--- config.mk ---
export PLATFORM = sky130hd
export DESIGN_NAME = delay_timer
export DESIGN_NICKNAME = d
export VERILOG_FILES = /design/src/rtl/delay_timer_pkg.sv /design/src/rtl/start_seq_det.sv /design/src/rtl/delay_timer.sv
export SDC_FILE = /design/constraint.sdc
export NUM_CORES = 1
export LEC_CHECK = 0
export ABC_CLOCK_PERIOD_IN_PS = 3550
export CORE_MARGIN = 1
export CORE_UTILIZATION = 61
export DETAILED_ROUTE_END_ITERATION = 8
export PLACE_DENSITY_LB_ADDON = 0.1
export SYNTH_ARGS = -nofsm -noshare
export SYNTH_HDL_FRONTEND = slang
export SYNTH_SLANG_ARGS = --single-unit
export TNS_END_PERCENT = 100
--- constraint.sdc ---
create_clock -name clk -period 3.55 [get_ports clk]
set_input_delay 0.5325 -clock clk [delete_from_list [all_inputs] [get_ports clk]]
set_output_delay 0.5325 -clock clk [all_outputs]
set_load 0.005 [all_outputs]
--- src/rtl/delay_timer_pkg.sv ---
// Shared types and default constants for the serially programmed delay timer.
package delay_timer_pkg;

   localparam int           UNIT_CYCLES = 1000;
   localparam int           DELAY_W     = 4;
   localparam int           PAT_W       = 4;
   localparam logic [3:0]   START_PAT   = 4'b1101;

   typedef enum logic [1:0] {
      IDLE  = 2'd0,
      SHIFT = 2'd1,
      COUNT = 2'd2,
      DONE  = 2'd3
   } state_e;

endpackage : delay_timer_pkg

--- src/rtl/start_seq_det.sv ---
// Overlapping serial start-pattern detector; history is held only while enabled
// and is wiped on a match so stale bits never feed a later match.
module start_seq_det #(
   parameter int                 PAT_W     = delay_timer_pkg::PAT_W,
   parameter logic [PAT_W-1:0]   START_PAT = delay_timer_pkg::START_PAT
) (
   input  logic clk,
   input  logic reset,
   input  logic enable,
   input  logic data,
   output logic match
);

   logic [PAT_W-1:0] hist_q;
   logic [PAT_W-1:0] hist_d;
   logic [PAT_W-1:0] window;

   // Window includes the bit being sampled this edge, so match fires on the final bit.
   assign window = (hist_q << 1) | PAT_W'(data);
   assign match  = enable && (window == START_PAT);

   always_comb begin
      hist_d = '0;
      if (enable && !match) begin
         hist_d = window;
      end
   end

   // NOTE: sequential state uses non-blocking assignment so every flop samples pre-edge values.
   always_ff @(posedge clk or negedge reset) begin
      if (!reset) begin
         hist_q <= '0;
      end else begin
         hist_q <= hist_d;
      end
   end

endmodule : start_seq_det

--- src/rtl/delay_timer.sv ---
// Serially programmed delay timer: waits for a start pattern, loads a delay field,
// then runs for (delay+1) units of UNIT_CYCLES clocks and flags completion.
module delay_timer #(
   parameter int                 UNIT_CYCLES = delay_timer_pkg::UNIT_CYCLES,
   parameter int                 DELAY_W     = delay_timer_pkg::DELAY_W,
   parameter int                 PAT_W       = delay_timer_pkg::PAT_W,
   parameter logic [PAT_W-1:0]   START_PAT   = delay_timer_pkg::START_PAT
) (
   input  logic               clk,
   input  logic               reset,
   input  logic               data,
   input  logic               ack,
   output logic               counting,
   output logic               done,
   output logic [DELAY_W-1:0] count
);

   import delay_timer_pkg::*;

   localparam int CYC_W = (UNIT_CYCLES > 1) ? $clog2(UNIT_CYCLES) : 1;
   localparam int SH_W  = (DELAY_W > 1) ? $clog2(DELAY_W) : 1;

   state_e             state_q, state_d;
   logic [DELAY_W-1:0] delay_q, delay_d;
   logic [CYC_W-1:0]   cyc_q,   cyc_d;
   logic [SH_W-1:0]    shift_q, shift_d;
   logic               match;

   start_seq_det #(
      .PAT_W     (PAT_W),
      .START_PAT (START_PAT)
   ) u_det (
      .clk    (clk),
      .reset  (reset),
      .enable (state_q == IDLE),
      .data   (data),
      .match  (match)
   );

   // NOTE: every always_comb output gets a default first, so no path can infer a latch.
   always_comb begin
      state_d = state_q;
      delay_d = delay_q;
      cyc_d   = cyc_q;
      shift_d = shift_q;
      unique case (state_q)
         IDLE: begin
            if (match) begin
               state_d = SHIFT;
               delay_d = '0;
               shift_d = '0;
            end
         end
         SHIFT: begin
            delay_d = (delay_q << 1) | DELAY_W'(data);
            if (shift_q == SH_W'(DELAY_W - 1)) begin
               state_d = COUNT;
               cyc_d   = '0;
               shift_d = '0;
            end else begin
               shift_d = shift_q + 1'b1;
            end
         end
         COUNT: begin
            if (cyc_q == CYC_W'(UNIT_CYCLES - 1)) begin
               cyc_d = '0;
               // The last unit ends with delay_q already at zero, so no decrement wraps.
               if (delay_q == '0) begin
                  state_d = DONE;
               end else begin
                  delay_d = delay_q - 1'b1;
               end
            end else begin
               cyc_d = cyc_q + 1'b1;
            end
         end
         DONE: begin
            if (ack) begin
               state_d = IDLE;
            end
         end
         default: state_d = IDLE;
      endcase
   end

   always_ff @(posedge clk or negedge reset) begin
      if (!reset) begin
         state_q <= IDLE;
         delay_q <= '0;
         cyc_q   <= '0;
         shift_q <= '0;
      end else begin
         state_q <= state_d;
         delay_q <= delay_d;
         cyc_q   <= cyc_d;
         shift_q <= shift_d;
      end
   end

   // Outputs decode registered state only, so reset clears them without a clock edge.
   assign counting = (state_q == COUNT);
   assign done     = (state_q == DONE);
   assign count    = counting ? delay_q : '0;

endmodule : delay_timer

# Word level (Yosys, flattened, before mapping)

Index checks and enable logic that the tools add are counted.

Add/sub/neg operators: 3
Equality and inequality tests: 12
Bitwise operators: 2
Multiplexer cells: 18
Reductions and logical operators: 12

Operator list:

| kind                                                   | count |
|---|---|
| 2-to-1 mux 10 bit                                      | 2 |
| one-hot mux 10 bit (2 select lines)                    | 1 |
| 2-to-1 mux 4 bit                                       | 4 |
| 2-to-1 mux 2 bit                                       | 7 |
| one-hot mux 4 bit (3 select lines)                     | 1 |
| adder 10 x 1 -> 10 bit (second input constant)         | 1 |
| equality test 10 bit (second input constant)           | 1 |
| inequality test 2 bit (second input constant)          | 4 |
| bitwise OR 4 x 1 -> 4 bit                              | 2 |
| one-hot mux 2 bit (4 select lines)                     | 1 |
| equality test 2 bit (second input constant)            | 3 |
| AND reduction 5 bit                                    | 1 |
| equality test 4 bit (second input constant)            | 1 |
| zero test 4 bit                                        | 1 |
| inequality test 2 x 1 -> 1 bit (second input constant) | 2 |
| one-hot mux 2 bit (2 select lines)                     | 1 |
| AND reduction 2 bit                                    | 2 |
| AND reduction 4 bit                                    | 1 |
| nonzero test 2 bit                                     | 2 |
| subtractor 4 x 1 -> 4 bit (second input constant)      | 1 |
| 2-to-1 mux 3 bit                                       | 1 |
| nonzero test 3 bit                                     | 1 |
| adder 2 x 1 -> 2 bit (second input constant)           | 1 |
| equality test 2 x 1 -> 1 bit (second input constant)   | 1 |
| other kinds (3)                                        | 4 |

Logic and storage cells: 52
Register bits: 21
Output and inout bits: 6

# Longest topological paths before layout

Gate-level depths: netlist (run 1).

Depth after elaboration: 6
Depth in mapped cells: 9

# Cells and area by module

A second synthesis (run 1) with hierarchy kept.

Cell total of the unflattened synthesis: 140
Area, all modules: 1317.5 um^2

By module, submodules not included:

| module        | area an instance (um^2) | instances | cells each | sequential area each (um^2) |
|---|---|---|---|---|
| delay_timer   | 1194.9                  | 1         | 130        | 450.4 |
| start_seq_det | 122.6                   | 1         | 10         | 75.1 |

# Least setup slack after synthesis (run 1)

OpenSTA, ideal clock, no wires.

Path kind: register to register
From: register cyc_q[0]
To: register delay_q[3]
Period minus slack after synthesis: 1.806 ns
Arrival: 1.681 ns
Data required time: 3.425 ns
Cell stages (with the launch flop): 7
Buffers on the path: 0
Slack: 1.744 ns
Cells stage by stage: dfrtp_1 -> ha_1 -> nand4_4 -> a2111o_1 -> nand2_1 -> nand2_2 -> mux2_4

Word-level cells in the longest chain between the ends: 3

RTL lines:

| what                                            | RTL line          | text |
|---|---|---|
| from (decl)                                     | delay_timer.sv:25 | `logic [CYC_W-1:0] cyc_q, cyc_d;` |
| from (signal assigned)                          | delay_timer.sv:95 | `cyc_q <= cyc_d;` |
| equality test 10 bit                            | delay_timer.sv:65 | `if (cyc_q == CYC_W'(UNIT_CYCLES - 1)) begin` |
| inequality test 2 x 1 -> 1 bit (no source line) | -                 |  |
| AND reduction 4 bit (no source line)            | -                 |  |
| to (signal assigned)                            | delay_timer.sv:94 | `delay_q <= delay_d;` |
| to (decl)                                       | delay_timer.sv:24 | `logic [DELAY_W-1:0] delay_q, delay_d;` |

No other way between the ends.
A chain may end at the register's enable or synchronous reset.

# Worst setup path in the final report (run 1)

From: register state_q[0]
To: output count[0]

Word-level cells in the longest chain between the ends: 2

RTL lines:

| what                   | RTL line           | text |
|---|---|---|
| from (decl)            | delay_timer.sv:23  | `state_e state_q, state_d;` |
| from (signal assigned) | delay_timer.sv:93  | `state_q <= state_d;` |
| equality test 2 bit    | delay_timer.sv:101 | `assign counting = (state_q == COUNT);` |
| 2-to-1 mux 4 bit       | delay_timer.sv:103 | `assign count = counting ? delay_q : '0;` |
| to (decl)              | delay_timer.sv:15  | `output logic [DELAY_W-1:0] count` |

No other way between the ends.

==> results of run 1 <==
Yosys cell counts:
cell type,number
nor3_1,4
nand3_1,6
a21boi_0,1
o41ai_1,1
a22o_1,1
a22oi_1,2
inv_1,6
a211o_1,2
nand2_2,1
nand2_1,11
or2_1,1
mux2i_1,3
a2111o_1,1
o21ai_0,15
nand4_1,2
buf_2,1
buf_4,1
xor2_1,1
mux2_2,1
and3_1,5
ha_1,8
nand4_4,1
a21oi_1,3
nand4b_1,3
clkbuf_1,3
and2_1,3
dfrtp_1,21
o31ai_4,1
o21ai_1,1
mux2_4,1
or2_2,1
nor4_1,1
a31oi_1,2
nand2b_1,4
nor2b_1,3
o31ai_1,3
a32o_1,1
nor2_1,11
cell families after synthesis:
kind of cell | after synthesis
compound gates | 34
xor+xnor | 1
fa+ha+maj | 8
buf+inv | 11
flops | 21
mux | 5
simple gates | 57
critical path, cell delays in order (launching register included):
cell and delay (ns):
dfrtp_1 0.43, inv_1 0.10, ha_1 0.39, inv_1 0.22, nor2_1 0.14, clkdlybuf4s50_1 0.50
metrics by stage:
step | area [um^2] | total power, mW | instances
floorplan | 1280 | 0.255 | 137
global placement | 1380 | 0.268 | 168
detailed placement | 1380 | 0.269 | 168
CTS | 1410 | 0.385 | 172
global route | 1410 | 0.399 | 172
finish | 1410 | 0.380 | 172
flip-flops by register name (all words and copies together) (netlist names):
signal	flops
cyc_q	10
delay_q	4
shift_q	2
state_q	2
u_det.hist_q	3
cells in the final DEF (no fill, tap or decap), drive strengths merged, types with 3 or more instances in the layout:
| cell | count |
|---|---|
| dfrtp | 21 |
| o21ai | 16 |
| nand2 | 12 |
| nor2 | 11 |
| clkdlybuf4s50 | 9 |
| ha | 8 |
| inv | 6 |
| nand3 | 6 |
| and3 | 5 |
| nand2b | 4 |
| nor3 | 4 |
| o31ai | 4 |
| and2 | 3 |
| nand4b | 3 |
| a21oi | 3 |
| nor2b | 3 |
| mux2i | 3 |
| clkbuf | 3 |
| nand4 | 3 |
routing by layer:
layer | up-vias | wire [um]
met5 | - | 0
met4 | 0 | 32
met3 | 5 | 73
met2 | 22 | 1170
met1 | 524 | 1250
li1 | 512 | -
final timing paths:
kind | slack [ns] | endpoint | cells after the start | startpoint
setup / recovery | 0.93 | count[0] | 5 | state_q[0]
hold / removal | 0.50 | u_det.hist_q[1] | 1 | u_det.hist_q[0]
setup reg to reg | 1.24 | cyc_q[6] | 6 | state_q[0]
hold reg to reg | 0.50 | u_det.hist_q[1] | 1 | u_det.hist_q[0]
max in group asynchronous | 2.24 | delay_q[2] | 1 | reset
min in group asynchronous | 0.74 | shift_q[0] | 1 | reset
area by class of cell:
type                            count  area, um^2
Clock inverter                      1        5.00
Inverter                            6        22.5
Clock buffer                        3        22.5
Multi-Input combinational cell    105         707
Tap cell                           27        33.8
Fill cell                         170         556
Sequential cell                    21         526
Timing Repair Buffer                9        90.1
power by group through the flow:
stage | clock network (mW) | logic [mW] | registers, mW
floorplan | 0 | 0.00834 | 0.247
global placement | 0 | 0.0208 | 0.247
detailed placement | 0 | 0.0214 | 0.247
CTS | 0.120 | 0.0215 | 0.243
global route | 0.131 | 0.0244 | 0.243
finish | 0.116 | 0.0211 | 0.243
==> flow_metrics.py, run 1 <==
metrics = {
    "power": {
        "p_leak_nw": 0.623,
        "vdd_drop_max_v": 0.000211,
        "pwr-share-clk": 0.305,
        "p_comb_frac": 0.056,
        "p_seq_frac": 0.639,
        "internal_power_mw": 0.293,
        "power.density_nw_per_um2": 270,
        "power.switching_mw": 0.0868,
        "swShare": 0.228,
    },
    "synth": {
        "syn_nets": 149,
        "synth.top_cell.area_share": 0.411,
        "synth.lib_cells_used.distinct": 38,
        "yosys.area_share.simple": 0.244,
        "synth_top_cell_by_area": "dfrtp_1",
        "synth_compound_area_frac": 0.180,
        "synth_top_family_by_area": "simple AND/OR/NAND/NOR gates",
        "yosys-top-cells-area": "dfrtp_1 (41%), ha_1 (7.8%), o21ai_0 (5.9%), nand2_1 (3.2%), nor2_1 (3.2%)",
        "yosys.area_share.xor_xnor": 0.00685,
        "syn_area_per_cell_um2": 9.33,
        "synthCells": 137,
        "synthAdderAreaFrac": 0.0783,
        "ys_ff_latch": 21,
        "syn_area_um2": 1280,
        "synth.area.mux_share": 0.0440,
        "yosysSeqAreaShare": 0.411,
        "synth_warnings": 0,
    },
    "drt": {
        "vias_per_cell": 6.18,
        "firstDrtPassIters": 4,
        "vias": 1063,
        "drc": 0,
        "wire_per_inst_um": 14.7,
        "first_iter_violations": 22,
        "antenna_left": 0,
        "routed_wl_um": 2530,
    },
    "global_routing": {
        "grt.met1_usage": 0.369,
        "grt_pass1_wl_um": 4060,
        "met2_usage": 0.384,
        "grt_pass1_vias": 968,
        "antenna_found_initial": 0,
        "overflow": 0,
        "grt_usage": 0.254,
        "top_usage_layer": "met2",
        "grtUsageMet3": 0.0264,
        "grt_max_degree": 22,
    },
    "sta": {
        "slew_headroom": 0.368,
        "setup_viol": 0,
        "fin_worst_skew_ns": 0.00613,
        "slew_viol_final": 0,
        "fin_setup_tns_ns": 0,
        "finalHoldViolCount": 0,
        "tightest_slew_ns": 0.945,
        "whs_ns": 0.498,
        "rsz0062_at_grt": "no",
        "max_freq_mhz": 382,
        "fin_crit_ns": 2.62,
        "fin_ws_ns": 0.935,
        "finalCritPeriodShare": 0.737,
    },
    "clock_network": {
        "cts_setup_buffers": 0,
        "cts_max_level": 1,
        "cts_buffers": 3,
        "cts.sinks": 21,
        "cts_buffer_depth": 2,
        "clk_pin_slew_ns": 0.12,
        "cts-resized-gates": 0,
        "cts_tree": "done",
        "cts_hold_buf": 0,
        "cts-root-buf": "clkbuf_4",
        "worstSkewPairLatency_ns": 0.30,
    },
    "floorplanning": {
        "die_x_um": 47.8,
        "core_area_um2": 1960,
        "ioPinCount": 10,
        "start_util": 0.652,
        "die_y_um": 47.8,
        "die_area_um2": 2280,
        "row_count": 16,
    },
    "layout": {
        "fin_nets": 158,
        "areaGrowthSynthToFinish_pct": 9.98,
        "num_antenna_cells": 0,
        "drive_above_1_share": 0.0690,
        "fin_util": 0.717,
    },
    "place": {
        "dpl_worst_slack_ns": 1.29,
        "port_buffers": 9,
        "place_congestion": 0.919,
        "hpwlAfterDp_um": 1820,
    },
    "worst_hold_path": {
        "hold_class": "flip-flop to flip-flop",
    },
    "worst_setup_path": {
        "setup.worst_path.end_class": "output pin",
        "cp-start-kind": "flip-flop",
        "crit_type": "flip-flop to output pin",
        "path_max_fanout": 10,
        "cp_data_required_time_ns": 3.02,
        "worstPathArrival_ns": 2.08,
    },
    "flow_run": {
        "drv_cap": 0,
    },
    "status": {
        "status": "complete, no violations",
    },
}
(Power assumes the default switching activity.)
==> run 2: changes to the inputs <==
ABC_CLOCK_PERIOD_IN_PS = 2250   (was 3550)
CORE_UTILIZATION = 51   (was 61)
clock period = 2.25 ns   (was 3.55 ns; I/O delays follow)
==> run 2 against run 1 <==
  * Die area rose by 19%
  * Final area rose by 4.4%
  * Non-clock buffer count rose by 6
  * Clock power rose by 56%
  * Via count did not move
  * Largest power group unchanged
  * Sequential share of layout area fell by 1.6 points
  * Core utilization fell by 7.8 points
  * First-iteration DRC count rose by 50%
  * Critical endpoint unchanged
  * Sequential power rose by 58%
  * Flip-flop and latch count did not move
==> flow_metrics.py, run 2 (same netlist as run 1, synthesis figures left out) <==
metrics = {
    "layout": {
        "drive_above_1_share": 0.119,
        "num_antenna_cells": 0,
        "top_regs": "cyc_q: 10 flops, delay_q: 4 flops, u_det.hist_q: 3 flops",
        "layout_commonest_cell": "dfrtp_1",
        "fin_nets": 164,
        "final_cell_mix": "dfrtp_1 (21), o21ai_0 (15), nor2_1 (11), nand2_1 (11), clkdlybuf4s50_1 (9)",
        "fin_util": 0.639,
        "largest_reg_flops": 10,
        "areaGrowthSynthToFinish_pct": 14.8,
        "nFillCells": 190,
        "stdcell_count": 179,
        "fin_area_um2": 1470,
        "regMostFlops": "cyc_q",
    },
    "sta": {
        "finalCritPeriodShare": 0.945,
        "slew_headroom": 0.727,
        "slew_viol_final": 0,
        "fin_worst_skew_ns": 0.00410,
        "fin_ws_ns": 0.124,
        "whs_ns": 0.374,
        "fin_setup_tns_ns": 0,
        "finalHoldViolCount": 0,
        "max_freq_mhz": 470,
        "fin_crit_ns": 2.13,
        "tightest_slew_ns": 0.409,
        "setup_viol": 0,
    },
    "drt": {
        "first_iter_violations": 33,
        "wl_met2_um": 1190,
        "vias_per_cell": 5.94,
        "vias": 1063,
        "wl_met3_um": 76,
        "wire_per_inst_um": 14.4,
        "top_layer": "met4",
        "firstDrtPassIters": 4,
        "routed_wl_um": 2570,
        "drc": 0,
        "met1_length_um": 1280,
        "antenna_left": 0,
    },
    "clock_network": {
        "worstSkewPairLatency_ns": 0.30,
        "cts_hold_buf": 0,
        "clk_pin_slew_ns": 0.12,
        "cts.sinks": 21,
        "cts_buffers": 3,
        "cts-root-buf": "clkbuf_4",
        "cts_max_level": 1,
        "cts_tree": "done",
        "cts_buffer_depth": 2,
    },
    "power": {
        "p_comb_frac": 0.058,
        "total_power_mw": 0.598,
        "p_leak_nw": 0.642,
        "vdd_drop_max_v": 0.000402,
        "power.density_nw_per_um2": 408,
        "power.switching_mw": 0.132,
        "pwr-share-clk": 0.302,
        "swShare": 0.220,
        "internal_power_mw": 0.466,
        "p_seq_frac": 0.640,
    },
    "flow_run": {
        "drv_cap": 0,
    },
    "floorplanning": {
        "die_y_um": 52.1,
        "die_area_um2": 2710,
        "die_x_um": 52.1,
        "row_count": 17,
        "core_area_um2": 2300,
        "ioPinCount": 10,
        "start_util": 0.557,
    },
    "worst_hold_path": {
        "hold_class": "input port to asynchronous set/reset pin",
    },
    "worst_setup_path": {
        "crit_buf_inv": 3,
        "worst-r2r-cell-count": 6,
        "cp_data_required_time_ns": 1.91,
        "slowest_delay_ns": 0.50,
        "cp-start-kind": "flip-flop",
        "crit_path_top_delay_cell": "clkdlybuf4s50_1",
        "critPathTopFamily": "buffers and inverters",
        "cp_num_cells": 5,
        "setup.worst_path.end_class": "output pin",
        "worstPathArrival_ns": 1.79,
        "crit_type": "flip-flop to output pin",
        "path_max_fanout": 7,
        "path_cells": "inv_2 -> ha_4 -> clkinvlp_4 -> nor2_1 -> clkdlybuf4s50_1",
    },
    "global_routing": {
        "antenna_found_initial": 0,
        "overflow": 0,
        "grt_pass1_vias": 1033,
        "grt_max_degree": 22,
        "grt_usage": 0.213,
        "grt_pass1_wl_um": 4330,
    },
    "place": {
        "place_congestion": 0.927,
        "hpwlAfterDp_um": 1930,
        "placed_area_um2": 1420,
        "dpl_worst_slack_ns": 0.226,
        "dp_cells": 174,
        "port_buffers": 9,
    },
    "status": {
        "status": "complete, no violations",
    },
}
-- run 2: changes by cell type in the layout (fill, tap and decap cells not counted) --
cell and change:
buf_4 +6, clkbuf_1 +1, clkinv_2 -1, clkinvlp_4 +1
ha_1 -1, ha_4 +1, inv_1 -2, inv_2 +1
-- run 2: metal layers --
metal  global-route usage  vias up
li1                     -      520
met2                0.355       20
met5                    0        -
met4               0.0721        0
met1                0.275      519
met3               0.0380        4
-- run 2: power groups by stage --
stage                     clock network [mW]  logic (mW)  registers, mW
after floorplan                            0      0.0132          0.390
after global placement                     0      0.0344          0.390
after detailed placement                   0      0.0355          0.390
after CTS                              0.189      0.0358          0.383
after global routing                   0.204      0.0396          0.383
final                                  0.181      0.0349          0.383
-- run 2: timing repair --
item | 4_1_cts | 5_1_grt
gates resized for setup | 0 | 4
setup buffers | 0 | 1
endpoints found under the setup margin | 0 | 2
-- run 2: worst paths after layout --
path	start	end	slack [ns]
worst max-delay path	state_q[0]	count[0]	0.12
worst min-delay path	reset	u_det.hist_q[0]	0.37
worst max register to register	cyc_q[0]	delay_q[3]	0.30
worst min register to register	u_det.hist_q[0]	u_det.hist_q[1]	0.51
max in group asynchronous	reset	cyc_q[8]	1.65
min in group clk	u_det.hist_q[0]	u_det.hist_q[1]	0.51
-- run 2: cell type report --
type	instances	area (um^2)	area share
flip-flops and latches	21	526	0.358
inverters	6	26.3	0.0179
well taps	28	35.0	0.0239
multi-input cells	105	719	0.490
clock buffers	4	26.3	0.0179
repair buffers	15	135	0.0921
==> run 3: changes to the inputs <==
MAX_ROUTING_LAYER = met4   (was default)
==> run 3 against run 2 <==
  * Final area unchanged
  * Critical path depth unchanged
  * Largest cell class unchanged
  * Clock skew grew 0.00056 ns
  * Highest routed layer unchanged
  * Cell count stayed put
  * Clock power hardly changed
==> flow_metrics.py, run 3 (same netlist as run 1, synthesis figures left out) <==
metrics = {
    "status": {
        "status": "complete, no violations",
    },
    "layout": {
        "final_cell_mix": "dfrtp_1 (21), o21ai_0 (15), nor2_1 (11), nand2_1 (11), clkdlybuf4s50_1 (9)",
        "fin_nets": 164,
        "regMostFlops": "cyc_q",
        "nFillCells": 190,
        "num_antenna_cells": 0,
        "stdcell_count": 179,
        "layout_commonest_cell": "dfrtp_1",
        "fin_util": 0.639,
        "largest_reg_flops": 10,
        "multi_input_comb_area_um2": 719,
        "top_regs": "cyc_q: 10 flops, delay_q: 4 flops, u_det.hist_q: 3 flops",
        "drive_above_1_share": 0.119,
        "areaGrowthSynthToFinish_pct": 14.8,
        "seq_area_um2": 526,
    },
    "drt": {
        "first_iter_violations": 33,
        "firstDrtPassIters": 4,
        "vias_per_cell": 5.89,
        "vias": 1054,
        "routed_wl_um": 2580,
        "antenna_left": 0,
        "wire_per_inst_um": 14.4,
        "drc": 0,
    },
    "sta": {
        "slew_viol_final": 0,
        "whs_ns": 0.373,
        "fin_crit_ns": 2.13,
        "tightest_slew_ns": 0.408,
        "slew_headroom": 0.728,
        "finalCritPeriodShare": 0.948,
        "fin_worst_skew_ns": 0.00466,
        "finalHoldViolCount": 0,
        "setup_viol": 0,
        "max_freq_mhz": 469,
    },
    "clock_network": {
        "cts_max_level": 1,
        "cts_buffer_depth": 2,
        "cts_buffers": 3,
        "worstSkewPairLatency_ns": 0.30,
        "cts.sinks": 21,
        "cts-root-buf": "clkbuf_4",
        "cts_tree": "done",
        "clk_pin_slew_ns": 0.12,
    },
    "worst_setup_path": {
        "timing.rr.end": "delay_q[3]",
        "crit_type": "flip-flop to output pin",
        "slowest_delay_ns": 0.50,
        "critPathTopFamily": "buffers and inverters",
        "cp-start-kind": "flip-flop",
        "r2r-start": "cyc_q[0]",
        "setup.worst_path.end_class": "output pin",
        "regToRegSetupSlack_ns": 0.30,
        "path_max_fanout": 7,
        "worstPathArrival_ns": 1.79,
        "worst-r2r-cell-count": 6,
        "cp_data_required_time_ns": 1.91,
        "path_cells": "inv_2 -> ha_4 -> clkinvlp_4 -> nor2_1 -> clkdlybuf4s50_1",
        "crit_path_top_delay_cell": "clkdlybuf4s50_1",
        "crit_buf_inv": 3,
    },
    "place": {
        "port_buffers": 9,
        "dp_cells": 174,
        "place_congestion": 0.943,
        "hpwlAfterDp_um": 1930,
    },
    "power": {
        "p_seq_frac": 0.640,
        "power.density_nw_per_um2": 408,
        "power.switching_mw": 0.132,
        "vdd_drop_max_v": 0.000403,
        "internal_power_mw": 0.466,
        "p_comb_frac": 0.058,
        "pwr-share-clk": 0.302,
        "swShare": 0.221,
        "p_leak_nw": 0.642,
    },
    "global_routing": {
        "overflow": 0,
        "grt_max_degree": 22,
        "antenna_found_initial": 0,
        "grt_usage": 0.219,
        "grt_pass1_wl_um": 4330,
        "grt_pass1_vias": 1032,
    },
    "floorplanning": {
        "die_y_um": 52.1,
        "start_util": 0.557,
        "row_count": 17,
        "die_area_um2": 2710,
        "core_area_um2": 2300,
        "die_x_um": 52.1,
        "ioPinCount": 10,
    },
    "flow_run": {
        "drv_cap": 0,
    },
    "worst_hold_path": {
        "hold_class": "input port to asynchronous set/reset pin",
    },
}
## run 3: power by group through the flow
| stage | combinational, mW | sequential, mW | clock [mW] |
|---|---|---|---|
| final | 0.0348 | 0.383 | 0.181 |
| after global routing | 0.0396 | 0.383 | 0.204 |
| after CTS | 0.0358 | 0.383 | 0.189 |
| after detailed placement | 0.0355 | 0.390 | 0 |
| after global placement | 0.0344 | 0.390 | 0 |
| after floorplan | 0.0132 | 0.390 | 0 |
## run 3: worst max-delay path by stage
stage,cells past startpoint,to,from
after floorplan,6,delay_q[3],cyc_q[0]
after global placement,5,delay_q[3],data
after detailed placement,5,delay_q[3],data
after CTS,5,count[1],state_q[0]
after global routing,5,count[1],state_q[0]
final,5,count[1],state_q[0]
## run 3: worst register-to-register path, cell delays in order, from the launching register on
cell      delay, ns
dfrtp_1        0.45
ha_1           0.29
nand4_4        0.17
a2111o_1       0.45
nand2_1        0.10
nand2_2        0.09
mux2_4         0.32
## run 3: cell type report
class | count | share of cell area
inverter | 6 | 0.0179
timing repair buffer | 15 | 0.0921
multi-input combinational | 105 | 0.490
clock buffer | 4 | 0.0179
sequential | 21 | 0.358
tap | 28 | 0.0239
## run 3: layer usage
layer / part of all wire / up-vias / track usage / wire (um)
met5: 0 / - / - / 0
met4: 0.0054 / 0 / 0.0721 / 14
met3: 0.033 / 2 / 0.0380 / 85
met2: 0.47 / 19 / 0.355 / 1210
met1: 0.49 / 512 / 0.275 / 1280
li1: - / 521 / - / -
## run 3: timing repair
action,CTS,global route
hold buffers,0,0
setup endpoints to repair,0,2
gates resized for setup,0,4
setup buffers,0,1
## run 3: per-stage QoR
step / setup WS [ns] / setup TNS (ns) / cell area (um^2) / total power [mW]
6_report: 0.118 / 0 / 1470 / 0.599
3_5_place_dp: 0.226 / 0 / 1420 / 0.426
4_1_cts: 0.00292 / 0 / 1440 / 0.608
5_1_grt: -0.0149 / -0.0149 / 1470 / 0.627
2_1_floorplan: 0.444 / 0 / 1280 / 0.403
3_3_place_gp: 0.296 / 0 / 1420 / 0.425
